$ cat config.mk
export PLATFORM = sky130hd
export DESIGN_NAME = dma_timing_control
export DESIGN_NICKNAME = d
export VERILOG_FILES = /design/src/rtl/dma_timing_control.sv
export SDC_FILE = /design/constraint.sdc
export NUM_CORES = 1
export LEC_CHECK = 0
export CAP_MARGIN = 5
export CORE_MARGIN = 2
export CORE_UTILIZATION = 33
export DETAILED_ROUTE_END_ITERATION = 10
export PLACE_DENSITY_LB_ADDON = 0.1
export SYNTH_ARGS = -nofsm -noshare
export SYNTH_HDL_FRONTEND = slang
export SYNTH_SLANG_ARGS = --single-unit
$ cat constraint.sdc
create_clock -name CLK -period 5.1 [get_ports CLK]
set_clock_uncertainty 0.15 [all_clocks]
set_input_delay 1.02 -clock CLK [delete_from_list [all_inputs] [get_ports CLK]]
set_output_delay 1.02 -clock CLK [all_outputs]
set_load 0.01 [all_outputs]
$ cat src/rtl/dma_timing_control.sv
// dma_timing_control
// Timing and control stage of an 8237-style DMA controller. Arbitrates the
// channel requests, runs the HRQ/HLDA hold handshake and sequences one
// single-mode bus cycle through states SI, S0..S4.
//
// Ports:
//   CLK, RESET_N            clock, asynchronous active-low reset
//   DREQ[NUM_CH]            per-channel requests
//   HLDA                    hold acknowledge from the CPU
//   CS_N                    CPU chip select (programming access blocks new requests)
//   maskReg, modeXfer,
//   ctrlDisable             register fields (mask, transfer type, command bit 2)
//   tcReached               datapath: this transfer is the last one
//   HRQ, AEN, ADSTB         bus handshake / address enable / upper address strobe
//   MEMR_N, MEMW_N,
//   IOR_N_OUT, IOW_N_OUT    active-low transfer strobes
//   DACK, EOP_N             one-hot acknowledge, end of process
//   loadAddr, programCondition,
//   updateAddr              datapath controls
//   activeCh, tcSet         channel in service, status TC set pulse
//
// Build option: define ROTATING_PRIORITY_EN for rotating priority; otherwise
// fixed priority with channel 0 highest.

module dma_timing_control #(
    parameter int NUM_CH = 4,
    parameter int CH_W   = 2
) (
    input  logic                CLK,
    input  logic                RESET_N,
    input  logic [NUM_CH-1:0]   DREQ,
    input  logic                HLDA,
    input  logic                CS_N,
    input  logic [NUM_CH-1:0]   maskReg,
    input  logic [2*NUM_CH-1:0] modeXfer,
    input  logic                ctrlDisable,
    input  logic                tcReached,
    output logic                HRQ,
    output logic                AEN,
    output logic                ADSTB,
    output logic                MEMR_N,
    output logic                MEMW_N,
    output logic                IOR_N_OUT,
    output logic                IOW_N_OUT,
    output logic [NUM_CH-1:0]   DACK,
    output logic                EOP_N,
    output logic                loadAddr,
    output logic                programCondition,
    output logic                updateAddr,
    output logic [CH_W-1:0]     activeCh,
    output logic [NUM_CH-1:0]   tcSet
);

    typedef enum logic [2:0] {
        ST_SI = 3'd0,
        ST_S0 = 3'd1,
        ST_S1 = 3'd2,
        ST_S2 = 3'd3,
        ST_S3 = 3'd4,
        ST_S4 = 3'd5
    } state_t;

    localparam logic [1:0] MODE_WRITE = 2'b01;  // IO -> memory
    localparam logic [1:0] MODE_READ  = 2'b10;  // memory -> IO

    state_t              state, state_nxt;
    logic [NUM_CH-1:0]   req;
    logic [CH_W-1:0]     grant_ch;
    logic [1:0]          mode_act;
    logic [NUM_CH-1:0]   ch_onehot;

    assign req       = DREQ & ~maskReg & {NUM_CH{~ctrlDisable}};
    assign mode_act  = modeXfer[{activeCh, 1'b0} +: 2];
    assign ch_onehot = NUM_CH'(1) << activeCh;

    // ------------------------------------------------------------------
    // Arbitration. Loops run from lowest to highest priority so the last
    // hit (the highest-priority requester) wins.
    // ------------------------------------------------------------------
`ifdef ROTATING_PRIORITY_EN
    logic [CH_W-1:0] prio_ptr;  // channel currently holding highest priority

    always_comb begin
        grant_ch = '0;
        for (int k = NUM_CH - 1; k >= 0; k--) begin
            if (req[(int'(prio_ptr) + k) % NUM_CH])
                grant_ch = CH_W'((int'(prio_ptr) + k) % NUM_CH);
        end
    end

    // A channel that completes S4 drops to lowest priority.
    always_ff @(posedge CLK or negedge RESET_N) begin
        if (!RESET_N)
            prio_ptr <= '0;
        else if (state == ST_S4)
            prio_ptr <= CH_W'((int'(activeCh) + 1) % NUM_CH);
    end
`else
    always_comb begin
        grant_ch = '0;
        for (int k = NUM_CH - 1; k >= 0; k--) begin
            if (req[k])
                grant_ch = CH_W'(k);
        end
    end
`endif

    // ------------------------------------------------------------------
    // State and channel registers
    // ------------------------------------------------------------------
    // NOTE: registers use non-blocking assignments so every flop samples
    // pre-edge values regardless of process evaluation order.
    always_ff @(posedge CLK or negedge RESET_N) begin
        if (!RESET_N) begin
            state    <= ST_SI;
            activeCh <= '0;
        end else begin
            state <= state_nxt;
            // Winner is frozen for the whole bus cycle.
            if (state == ST_SI && state_nxt == ST_S0)
                activeCh <= grant_ch;
        end
    end

    // ------------------------------------------------------------------
    // Next state. Losing HLDA in S1..S3 aborts without an address update.
    // ------------------------------------------------------------------
    always_comb begin
        // NOTE: default first so no path through the case leaves
        // state_nxt unassigned, which would infer a latch.
        state_nxt = state;
        unique case (state)
            ST_SI: if ((|req) && CS_N) state_nxt = ST_S0;
            ST_S0: begin
                if (HLDA)                state_nxt = ST_S1;
                else if (!DREQ[activeCh]) state_nxt = ST_SI;
            end
            ST_S1:   state_nxt = HLDA ? ST_S2 : ST_SI;
            ST_S2:   state_nxt = HLDA ? ST_S3 : ST_SI;
            ST_S3:   state_nxt = HLDA ? ST_S4 : ST_SI;
            ST_S4:   state_nxt = ST_SI;
            default: state_nxt = ST_SI;
        endcase
    end

    // ------------------------------------------------------------------
    // Outputs decoded from the state register (Moore), so an async reset
    // releases every strobe immediately.
    // ------------------------------------------------------------------
    always_comb begin
        HRQ              = (state != ST_SI);
        AEN              = 1'b0;
        ADSTB            = 1'b0;
        loadAddr         = 1'b0;
        updateAddr       = 1'b0;
        MEMR_N           = 1'b1;
        MEMW_N           = 1'b1;
        IOR_N_OUT        = 1'b1;
        IOW_N_OUT        = 1'b1;
        DACK             = '0;
        EOP_N            = 1'b1;
        tcSet            = '0;
        programCondition = (state == ST_SI) && !CS_N;

        unique case (state)
            ST_S1: begin
                AEN      = 1'b1;
                ADSTB    = 1'b1;
                loadAddr = 1'b1;
                DACK     = ch_onehot;
            end
            ST_S2, ST_S3: begin
                AEN  = 1'b1;
                DACK = ch_onehot;
                if (mode_act == MODE_READ) begin
                    MEMR_N    = 1'b0;
                    IOW_N_OUT = 1'b0;
                end else if (mode_act == MODE_WRITE) begin
                    IOR_N_OUT = 1'b0;
                    MEMW_N    = 1'b0;
                end
            end
            ST_S4: begin
                AEN        = 1'b1;
                DACK       = ch_onehot;
                updateAddr = 1'b1;
                if (tcReached) begin
                    EOP_N = 1'b0;
                    tcSet = ch_onehot;
                end
            end
            default: ;
        endcase
    end

endmodule

==> flow_summary.yaml, run 1 <==
outcome:
  status: "completed"
route:
  initialDrtViolationCount: 11
  viasPerCell: 5.026
  wirelength_um: 1412
  drt_pass1_iterations: 4
  ant_nets: 0
  wl_per_cell_um: 12.17
  routed-via-count: 583
  drc: 0
global_route:
  grt_pass1_wl_um: 2366
  grt_pass1_vias: 563
  grt_max_degree: 11
  overflow: 0
  grt_usage: 0.1668
  antenna_found_initial: 0
timing:
  setup_viol: 0
  worst_pin_slew_ns: 0.4283
  fmax_mhz: 269.0
  slew_violations: 0
  slew_headroom: 0.7124
  hold_viol: 0
  min_period_ns: 3.718
  min_period_over_period: 0.7290
  rsz0062_at_grt: "no"
  fin_tns_setup_ns: 0
  setup_ws_ns: 1.382
logic_synthesis:
  syn-instance-count: 60
  syn_nets: 82
  synth_cell_types: 24
  syn_area_um2: 513.0
  ys_warn_count: 0
  synth.area.top_cells: "dfrtp_1 (24%), mux4_2 (13%), nor2_1 (7.3%)"
  yosysTopAreaCell: "dfrtp_1"
  synth_top_area_share: 0.2439
  ys_seq_elements: 5
  ys_seq_area_frac: 0.2439
  syn_avg_cell_area_um2: 8.550
placed_design:
  post-place-ws_ns: 1.375
  place_hpwl_um: 1154
  gp_congestion: 0.7283
  dp.cells: 112
  portBuffers: 42
floorplan:
  core_area_mm2: 0.001489
  rows: 14
  dieArea_mm2: 0.001886
  fp.dieW_um: 43.43
  start_util: 0.3445
  die_y_um: 43.43
  io_pins: 43
power:
  ir_drop_v: 0.0002126
  power.density_mw_per_mm2: 389.6
  leakagePower_nw: 0.3572
clocking:
  clk_path_buf_depth: 2
  ctsHoldBuffers: 0
  ctsResizeCount: 0
  cts_post_setup_buffers_inserted: 0
  root_buffer: "clkbuf_4"
  clkSinkCount: 5
  cts_tree: "yes"
  clk_pin_slew_ns: 0.04
  htreeDepth: 1
  cts_buffers: 3
  insertion_delay_ns: 0.25
finish:
  drive_gt1_frac: 0.09000
  antenna-diode-count: 0
  layout_commonest_cell: "clkdlybuf4s50_1"
  syn2layout_area_growth_pct: 81.46
  nNetsFinal: 123
  utilization: 0.6252
  fill_cells: 123
  layoutNonFillerInstCount: 116
  layout_common_cells: "clkdlybuf4s50_1 (42), nor2_1 (10), inv_1 (5), dfrtp_1 (5)"
critical_path:
  criticalPathCategory: "input port to output port"
  end_kind: "output port"
  arrival_ns: 2.55
  crit_fanout: 2
  crit_required_ns: 3.93
  start_kind: "input port"
worst_hold_path:
  hp-class: "flip-flop to flip-flop"
run:
  cap_violations: 0
==> stage by stage <==
| step | instance area, um^2 | hold slack [ns] | total power, mW |
|---|---|---|---|
| 6_report | 930.9 | 0.4321 | 0.3627 |
| 2_1_floorplan | 513.0 | 0.3754 | 0.2267 |
| 3_5_place_dp | 904.6 | 0.4238 | 0.3184 |
| 4_1_cts | 930.9 | 0.4333 | 0.3677 |
| 5_1_grt | 930.9 | 0.4812 | 0.3917 |
| 3_3_place_gp | 904.6 | 0.4283 | 0.3172 |
==> worst paths after layout <==
kind	startpoint	to	slack [ns]	depth (start not counted)
worst min-delay path	state[2]	state[1]	0.43	1
worst max register to register	state[2]	activeCh[0]	3.17	4
worst max-delay path	modeXfer[6]	MEMW_N	1.38	4
worst min register to register	state[2]	state[1]	0.43	1
min in group asynchronous	RESET_N	state[1]	0.84	1
max in group asynchronous	RESET_N	state[0]	3.77	1
==> worst max-delay path, stage by stage <==
cell	delay (ns)
clkdlybuf4s50_1	0.39
mux4_2	0.48
nand3_1	0.11
clkdlybuf4s50_1	0.54
==> final cells by class <==
class | count | area [um^2] | area share
well taps | 16 | 20.02 | 0.02151
flip-flops and latches | 5 | 125.1 | 0.1344
repair buffers | 42 | 420.4 | 0.4516
inverters | 5 | 18.77 | 0.02016
clock buffers | 4 | 26.28 | 0.02823
multi-input cells | 44 | 320.3 | 0.3441
==> synth_stat cells, drive strengths merged <==
cell,number
o211ai,1
mux2,1
a311o,1
nor2,10
o41a,1
xnor2,2
buf,5
inv,5
or3,1
and4b,1
and2,1
dfrtp,5
nand2b,3
clkbuf,1
nor2b,4
o22ai,2
mux4,3
nand3,2
nor3b,3
a21oi,1
nand2,4
nor3,3
==> power breakdown <==
group / internal (mW) / switching (mW)
logic: 0.137 / 0.0847
clock network: 0.0296 / 0.0173
registers: 0.0549 / 0.0393
==> sequential cells by signal, indices dropped and copies added (netlist names) <==
register  count
activeCh      2
state         3
==> metal layers <==
layer / up-vias / global-route usage / share of wire
met3: 4 / 0.05000 / 0.052
met1: 276 / 0.2165 / 0.45
met2: 19 / 0.2597 / 0.49
li1: 284 / - / -
met5: - / 0 / 0
met4: 0 / 0.06667 / 0.014
==> kinds of logic (layout without fill, tap and decap cells) <==
logic type	after synthesis	in the layout	synth area share
DFF	5	5	0.2439
AOI/OAI and AO/OA	6	6	0.09267
and+or+nand+nor	32	32	0.3439
xor gates and xnor gates	2	2	0.03415
muxes	4	4	0.1536
buffers and inverters	11	51	0.1317
Note: power is estimated with default switching activity, not from simulation.
==> run 2, diff against run 1 <==
--- a/config.mk
+++ b/config.mk
@@ -7,7 +7,7 @@
 export LEC_CHECK = 0
 export CAP_MARGIN = 5
 export CORE_MARGIN = 2
-export CORE_UTILIZATION = 33
+export CORE_UTILIZATION = 31
 export DETAILED_ROUTE_END_ITERATION = 10
 export PLACE_DENSITY_LB_ADDON = 0.1
 export SYNTH_ARGS = -nofsm -noshare
==> constraint.sdc (replaced) <==
create_clock -name CLK -period 3.53 [get_ports CLK]
set_clock_uncertainty 0.15 [all_clocks]
set_input_delay 0.706 -clock CLK [delete_from_list [all_inputs] [get_ports CLK]]
set_output_delay 0.706 -clock CLK [all_outputs]
set_load 0.01 [all_outputs]
==> flow_summary.yaml, run 2 (synthesis results as in run 1) <==
outcome:
  status: "completed"
finish:
  fill_cells: 136
  fin_area_um2: 930.9
  largest_register_ffs: 3
  antenna-diode-count: 0
  layout_commonest_cell: "clkdlybuf4s50_1"
  layoutNonFillerInstCount: 116
  regMostFlops: "state"
  drive_gt1_frac: 0.09000
  largestRegisters: "state: 3 flops, activeCh: 2 flops"
  layout_common_cells: "clkdlybuf4s50_1 (42), nor2_1 (10), inv_1 (5), dfrtp_1 (5)"
  syn2layout_area_growth_pct: 81.46
  nNetsFinal: 123
  utilization: 0.6108
critical_path:
  ff2ff_path_depth: 4
  start_kind: "input port"
  crit_chain: "clkdlybuf4s50_1 -> mux4_2 -> nand3_1 -> clkdlybuf4s50_1"
  worstReg2RegStart: "state[2]"
  crit_required_ns: 2.67
  arrival_ns: 2.25
  r2r_end: "activeCh[0]"
  end_kind: "output port"
  cpMostUsedCell: "clkdlybuf4s50_1"
  critPathMaxStageDelay_ns: 0.55
  timing.reg2reg.setup_slack_ns: 1.62
  crit_fanout: 2
  critPathTopFamily: "buffers and inverters"
  crit_slowest_cell: "clkdlybuf4s50_1"
  criticalPathCategory: "input port to output port"
  cp_num_buf_inv: 2
power:
  leakagePower_nw: 0.3572
  sw_frac_of_total: 0.3909
  ir_drop_v: 0.0002953
  seq_power_share: 0.262
  power.density_mw_per_mm2: 564.4
  combPwrFrac: 0.606
  power_frac_clock: 0.132
  power.switching_uw: 205.4
  intPower_uw: 320.0
  p_total_uw: 525.4
route:
  initialDrtViolationCount: 3
  drt_pass1_iterations: 4
  wl_per_cell_um: 12.58
  wirelength_um: 1459
  drc: 0
  routed-via-count: 574
  viasPerCell: 4.948
  ant_nets: 0
global_route:
  grt_max_degree: 11
  antenna_found_initial: 0
  grt_pass1_wl_um: 2249
  grt_usage: 0.1569
  overflow: 0
  grt_pass1_vias: 536
timing:
  fin_tns_setup_ns: 0
  slew_violations: 0
  rsz0062_at_grt: "no"
  worst_pin_slew_ns: 0.4233
  slew_headroom: 0.7158
  min_period_ns: 3.102
  setup_ws_ns: 0.4276
  whs_ns: 0.4415
  setup_viol: 0
  min_period_over_period: 0.8789
  fmax_mhz: 322.3
  hold_viol: 0
clocking:
  insertion_delay_ns: 0.25
  ctsHoldBuffers: 0
  root_buffer: "clkbuf_4"
  cts_buffers: 3
  htreeDepth: 1
  clk_path_buf_depth: 2
  cts_tree: "yes"
  ctsResizeCount: 0
  clk_pin_slew_ns: 0.04
  clkSinkCount: 5
  cts_post_setup_buffers_inserted: 0
worst_hold_path:
  worst_hold_path.endpoint: "state[1]"
  hold_depth: 1
  hp-class: "flip-flop to flip-flop"
  hp-start: "state[2]"
placed_design:
  post-place-ws_ns: 0.4224
  place_hpwl_um: 1205
  dp.cells: 112
  portBuffers: 42
  gp_congestion: 0.7487
  postPlaceCellArea_um2: 904.6
floorplan:
  dieArea_mm2: 0.001996
  rows: 14
  start_util: 0.3366
  io_pins: 43
  die_y_um: 44.68
  fp.dieW_um: 44.68
  core_area_mm2: 0.001524
run:
  cap_violations: 0
## run 2: layer usage
metal	track usage	wire, um
met5	0	0
met4	0.09091	27
met3	0.05306	79
met2	0.2377	734
met1	0.1915	618
## run 2: power by group through the flow
stage | Sequential, mW | Combinational (mW) | Clock, mW
2_1_floorplan | 0.104 | 0.224 | 0
3_3_place_gp | 0.138 | 0.320 | 0
3_5_place_dp | 0.139 | 0.321 | 0
4_1_cts | 0.139 | 0.322 | 0.0727
5_1_grt | 0.143 | 0.344 | 0.0777
6_report | 0.138 | 0.319 | 0.0693
## run 2: layout make-up
cell class / count / area (um^2) / share of cell area
clock buffer: 4 / 26.28 / 0.02823
multi-input combinational: 44 / 320.3 / 0.3441
timing repair buffer: 42 / 420.4 / 0.4516
tap: 16 / 20.02 / 0.02151
sequential: 5 / 125.1 / 0.1344
inverter: 5 / 18.77 / 0.02016
## run 2: how the worst max path moves through the flow
| stage | startpoint | to | cells after the start |
|---|---|---|---|
| floorplan | modeXfer[7] | MEMW_N | 4 |
| global placement | modeXfer[6] | IOR_N_OUT | 4 |
| detailed placement | modeXfer[6] | IOR_N_OUT | 4 |
| CTS | modeXfer[6] | IOR_N_OUT | 4 |
| global route | modeXfer[7] | IOR_N_OUT | 5 |
| finish | modeXfer[6] | IOR_N_OUT | 4 |
## run 2: worst register-to-register path, stage by stage, from the launching register on
cell     delay, ns
dfrtp_1       0.45
or3_4         0.44
nor3b_2       0.23
o41a_2        0.21
mux2_1        0.32
==> run 3, diff against run 2 <==
==> constraint.sdc (replaced) <==
create_clock -name CLK -period 3.53 [get_ports CLK]
set_clock_uncertainty 0.15 [all_clocks]
set_input_delay 0.5295 -clock CLK [delete_from_list [all_inputs] [get_ports CLK]]
set_output_delay 0.5295 -clock CLK [all_outputs]
set_load 0.01 [all_outputs]
==> results of run 3 <==
Same layout as run 2 (identical final DEF). Status: completed.
Among the figures that moved: setup slack after placement 0.4224 ns -> 0.7754 ns; setup slack after layout 0.4276 ns -> 0.7806 ns; hold slack 0.4415 ns -> 0.3464 ns
